`src/rtl/mem_access_stage.sv`:
```
`default_nettype none
// mem_access_stage: data-memory access stage with width decode, lane steering,
// load extension, variable-latency req/ack handshake, stall generation and timeout.
module mem_access_stage #(
  parameter int TIMEOUT_CYCLES = 15
) (
  input  logic        clk,
  input  logic        reset,
  input  logic        validInput,
  input  logic        memReadFlagInput,
  input  logic        memWriteFlagInput,
  input  logic [31:0] IRInput,
  input  logic [31:0] ResultInput,
  input  logic [31:0] BInput,
  input  logic        memAck,
  input  logic [31:0] memRdata,
  output logic        memReq,
  output logic        memWe,
  output logic [31:0] memAddr,
  output logic [31:0] memWdata,
  output logic [3:0]  memByteEn,
  output logic [31:0] ResultOutput,
  output logic        stallOutput,
  output logic        controlSignal,
  output logic        alignError,
  output logic        busError
);

  typedef enum logic [1:0] {IDLE = 2'd0, REQ = 2'd1, DONE = 2'd2} state_t;
  localparam logic [7:0] LAST_COUNT = 8'(TIMEOUT_CYCLES - 1);

  state_t      state, state_next;
  logic [7:0]  timeout_count;
  logic [31:0] load_data;
  logic [5:0]  opcode;
  logic [1:0]  offset;
  logic        is_byte, is_half, is_unsigned, access, aligned, is_load, timeout_now;
  logic [31:0] store_data, load_value;
  logic [3:0]  byte_en;
  logic [7:0]  load_byte;
  logic [15:0] load_half;
  logic        unused_ir;

  assign opcode      = IRInput[31:26];
  assign unused_ir   = ^IRInput[25:0];
  assign offset      = ResultInput[1:0];
  assign is_byte     = (opcode == 6'h20) || (opcode == 6'h24) || (opcode == 6'h28);
  assign is_half     = (opcode == 6'h21) || (opcode == 6'h25) || (opcode == 6'h29);
  assign is_unsigned = (opcode == 6'h24) || (opcode == 6'h25);
  assign access      = validInput & (memReadFlagInput | memWriteFlagInput);
  assign is_load     = validInput & memReadFlagInput;
  assign aligned     = is_byte | (is_half ? ~offset[0] : (offset == 2'b00));
  assign timeout_now = (state == REQ) && !memAck && (timeout_count == LAST_COUNT);

  // Sub-word stores replicate the datum across lanes; byte enables pick the lane.
  always_comb begin
    store_data = BInput;
    byte_en    = 4'b1111;
    if (memWriteFlagInput) begin
      if (is_byte) begin
        store_data = {4{BInput[7:0]}};
        byte_en    = 4'b0001 << offset;
      end else if (is_half) begin
        store_data = {2{BInput[15:0]}};
        byte_en    = offset[1] ? 4'b1100 : 4'b0011;
      end
    end
  end

  always_comb begin
    load_byte  = load_data[{offset, 3'b000} +: 8];
    load_half  = offset[1] ? load_data[31:16] : load_data[15:0];
    load_value = load_data;
    if (is_byte)
      load_value = is_unsigned ? {24'b0, load_byte} : {{24{load_byte[7]}}, load_byte};
    else if (is_half)
      load_value = is_unsigned ? {16'b0, load_half} : {{16{load_half[15]}}, load_half};
  end

  always_ff @(posedge clk or posedge reset) begin
    if (reset) state <= IDLE;
    else       state <= state_next;
  end

  always_comb begin
    state_next    = state;
    stallOutput   = 1'b0;
    case (state)
      IDLE: begin
        if (access && aligned) begin
          state_next  = REQ;
          stallOutput = 1'b1;
        end
      end
      REQ: begin
        stallOutput = 1'b1;
        if (memAck || timeout_now) state_next = DONE;
      end
      DONE:    state_next = IDLE;
      default: state_next = IDLE;
    endcase
    controlSignal = ~stallOutput;
    ResultOutput  = (state == DONE && is_load) ? load_value : ResultInput;
  end

  always_ff @(posedge clk or posedge reset) begin
    if (reset) begin
      memReq        <= 1'b0;
      memWe         <= 1'b0;
      memAddr       <= 32'b0;
      memWdata      <= 32'b0;
      memByteEn     <= 4'b0;
      load_data     <= 32'b0;
      timeout_count <= 8'b0;
      alignError    <= 1'b0;
      busError      <= 1'b0;
    end else begin
      alignError <= 1'b0;
      busError   <= 1'b0;
      case (state)
        IDLE: begin
          if (access && aligned) begin
            memReq        <= 1'b1;
            memWe         <= memWriteFlagInput;
            memAddr       <= {ResultInput[31:2], 2'b00};
            memWdata      <= store_data;
            memByteEn     <= byte_en;
            timeout_count <= 8'b0;
          end else if (access) begin
            alignError <= 1'b1;
          end
        end
        REQ: begin
          if (memAck) begin
            load_data <= memRdata;
            memReq    <= 1'b0;
          end else if (timeout_now) begin
            load_data <= 32'b0;
            memReq    <= 1'b0;
            busError  <= 1'b1;
          end else begin
            timeout_count <= timeout_count + 8'd1;
          end
        end
        default: ;
      endcase
    end
  end

endmodule
`default_nettype wire

```
`config.mk`:
```
export PLATFORM = sky130hd
export DESIGN_NAME = mem_access_stage
export DESIGN_NICKNAME = d
export VERILOG_FILES = /design/src/rtl/mem_access_stage.sv
export SDC_FILE = /design/constraint.sdc
export NUM_CORES = 1
export LEC_CHECK = 0
export CORE_ASPECT_RATIO = 0.9
export CORE_MARGIN = 2
export CORE_UTILIZATION = 46
export DETAILED_ROUTE_END_ITERATION = 6
export PLACE_DENSITY = 0.94
export SYNTH_ARGS = -nofsm -noshare
export SYNTH_HDL_FRONTEND = slang
export SYNTH_SLANG_ARGS = --single-unit
```
`constraint.sdc`:
```
create_clock -name clk -period 9.37 [get_ports clk]
set_clock_uncertainty 0.05 [all_clocks]
set_input_delay 1.874 -clock clk [delete_from_list [all_inputs] [get_ports clk]]
set_output_delay 1.874 -clock clk [all_outputs]
set_load 0.02 [all_outputs]
```
==> impl_metrics.py <==
metrics = {
    "cells_and_area": {
        "num_antenna_cells": 0,
        "drive_gt1_frac": 0.0677,
        "synthToLayoutAreaGrowth_pct": 43.7,
        "regArea_mm2": 0.00280,
        "nets": 914,
        "fillers": 953,
        "multi_input_area_mm2": 0.00264,
    },
    "clock_tree": {
        "clkSinkCount": 112,
        "h-tree-depth": 3,
        "path_clk_slew_ns": 0.07,
        "cts_buffers": 9,
        "clk_latency_ns": 0.34,
        "cts_tree": "done",
        "clockBufferDepth": 2,
        "cts_root_buf": "clkbuf_16",
        "cts_setup_buffers": 0,
        "cts_hold_buf": 0,
        "cts_resized": 0,
    },
    "global_route": {
        "antenna_found_initial": 0,
        "grt_pass1_vias": 5086,
        "grt_pass1_wl_um": 26600,
        "grt_max_degree": 76,
        "overflow": 0,
        "track_usage": 0.261,
    },
    "power": {
        "switchingPower_uw": 594,
        "p_clk_frac": 0.218,
        "ir_worst_vdd_mv": 0.118,
        "p_comb_frac": 0.360,
        "p_seq_frac": 0.423,
        "p_per_area_mw_per_mm2": 212,
        "switching_share": 0.345,
        "internal_power_mw": 1.13,
        "p_leak_nw": 3.87,
        "total_power_mw": 1.72,
    },
    "sta": {
        "period_share": 0.788,
        "max_freq_ghz": 0.135,
        "drv_slew": 0,
        "rsz0062_at_grt": "false",
        "maxSlewHeadroom": 0.145,
        "worst_pin_slew_ns": 1.28,
        "post-route-min-period_ns": 7.39,
        "hold_viol": 0,
        "setup_viol": 0,
        "tns_ns": 0,
    },
    "yosys": {
        "synth-async-reset-ratio": 1.00,
        "synth_ff_type": "dfrtp_1",
        "synth_edf_count": 0,
        "syn_area_mm2": 0.00565,
        "synth-seq-cells": 112,
        "synth_warnings": 0,
        "yosysSeqAreaShare": 0.496,
        "synth_cell_types": 47,
        "syn_area_per_cell_um2": 9.55,
        "synth_cells": 591,
    },
    "floorplanning": {
        "die_x_um": 121,
        "die_y_um": 109,
        "rows": 38,
        "core_area_mm2": 0.0120,
        "initial_core_util": 0.469,
        "ioPinCount": 240,
        "die-area_mm2": 0.0132,
    },
    "critical_path": {
        "path_common_cell": "clkdlybuf4s50_1",
        "critPathMaxFanout": 17,
        "crit_path_cell_trace": "clkdlybuf4s50_1, mux2_2, mux2i_1, o41ai_4, a31oi_2, a21oi_1, clkdlybuf4s50_1",
        "cp-start-kind": "primary input",
        "slowest_stage": "clkdlybuf4s50_1",
        "end_kind": "output pin",
        "critical_path_class": "primary input to output pin",
        "critPathArrivalTime_ns": 5.46,
        "cp_num_buf_inv": 2,
        "crit_required_ns": 7.45,
        "crit_path_max_incr_delay_ns": 1.07,
        "cp_top_family": "buffers and inverters",
    },
    "route": {
        "wirelength_um": 17300,
        "firstDrtPassIters": 7,
        "wl_per_cell_um": 18.3,
        "drc": 0,
        "num_vias": 5138,
        "ant_nets": 0,
        "drtIter0Drc": 463,
        "viasPerCell": 5.45,
    },
    "placement": {
        "routabilityCongestion": 0.942,
        "numPortBuffers": 211,
        "dp.final_hpwl_um": 12500,
    },
    "min_path": {
        "hold_path_class": "flop to flop",
    },
    "flow_run": {
        "drv_cap": 0,
    },
    "status": {
        "run_status": "completed",
    },
}
-- tightest hold or removal path, cell delays in order, from the launching register on --
cell and delay, ns:
dfrtp_1 0.34, nand2_1 0.05, nand2_1 0.05
-- power groups by stage --
stage / clock network, mW / logic, mW / registers, mW
2_1_floorplan: 0 / 0.232 / 0.806
3_3_place_gp: 0 / 0.604 / 0.722
3_5_place_dp: 0 / 0.620 / 0.731
4_1_cts: 0.379 / 0.624 / 0.725
5_1_grt: 0.404 / 0.668 / 0.744
6_report: 0.375 / 0.620 / 0.728
-- cell type report --
type	count	area share
inverter	8	0.00401
sequential	112	0.345
multi-input combinational	430	0.325
tap	160	0.0247
timing repair buffer	217	0.266
clock inverter	6	0.00617
clock buffer	10	0.0294
-- per-layer routing --
metal  routed length [um]  up-vias  track usage
met5                    0        -            0
met4                  446        0       0.0922
met3                 1430       32       0.0811
met2                 8250      227        0.421
met1                 7180     2469        0.335
li1                     -     2410            -
-- registers in the layout, summed over array words and instances (netlist names) --
register,flops
timeout_count,8
load_data,32
busError,1
alignError,1
memWdata,32
memReq,1
state,2
memWe,1
memByteEn,4
memAddr,30
-- kinds of logic after synthesis --
family | synth area share
AOI/OAI and AO/OA | 0.158
xor gates and xnor gates | 0.00310
adders and majority gates | 0.00443
buffers and inverters | 0.0392
DFF | 0.496
muxes | 0.123
other | 0.000664
and+or+nand+nor | 0.175
-- Yosys cell counts (3+ instances only) --
| cell type | count | area share |
|---|---|---|
| a21o_1 | 8 | 0.011 |
| a21oi_1 | 29 | 0.026 |
| a22o_1 | 33 | 0.051 |
| and2_1 | 3 | 0.0033 |
| buf_2 | 9 | 0.0080 |
| buf_4 | 4 | 0.0053 |
| clkbuf_1 | 27 | 0.018 |
| dfrtp_1 | 112 | 0.50 |
| inv_1 | 8 | 0.0053 |
| mux2_2 | 11 | 0.022 |
| mux2i_1 | 41 | 0.073 |
| mux4_2 | 7 | 0.028 |
| nand2_1 | 170 | 0.11 |
| nand3_1 | 4 | 0.0035 |
| nand4_1 | 4 | 0.0044 |
| nor2_1 | 37 | 0.025 |
| o21ai_0 | 34 | 0.030 |
| o21ai_1 | 4 | 0.0035 |
| o22a_1 | 7 | 0.011 |
| or3_1 | 4 | 0.0044 |
-- worst paths after layout --
kind	from	endpoint	slack, ns	cells after the start
max	ResultInput[1]	ResultOutput[24]	1.98	7
min	memByteEn[0]	memByteEn[0]	0.42	2
max reg2reg	state[1]	load_data[11]	6.68	4
min reg2reg	memByteEn[0]	memByteEn[0]	0.42	2
max in group asynchronous	reset	load_data[23]	6.12	3
min in group asynchronous	reset	memAddr[31]	1.91	2
-- cells in the final DEF, fill, tap and decap left out, types with 4 or more instances in the layout --
master / count
o21ai_1: 4
or3_1: 4
buf_4: 6
a22o_1: 33
a21o_1: 8
o22a_1: 7
nand4_1: 4
nand2_1: 170
a21oi_1: 29
clkdlybuf4s50_1: 211
mux4_2: 7
clkbuf_16: 9
dfrtp_1: 112
inv_1: 7
o21ai_0: 34
mux2i_1: 41
nor2_1: 36
mux2_2: 11
-- per-stage QoR --
step                std cells  setup slack, ns  hold WS [ns]   util  instance area (um^2)
global placement          927             2.12         0.401  0.651                  7830
detailed placement        927             2.03         0.405  0.651                  7830
global route              943             1.92         0.448  0.675                  8120
floorplan                 592             3.89         0.432      -                  5650
finish                    943             1.98         0.416  0.675                  8120
CTS                       943             2.02         0.422  0.675                  8120
(Power assumes the default switching activity.)
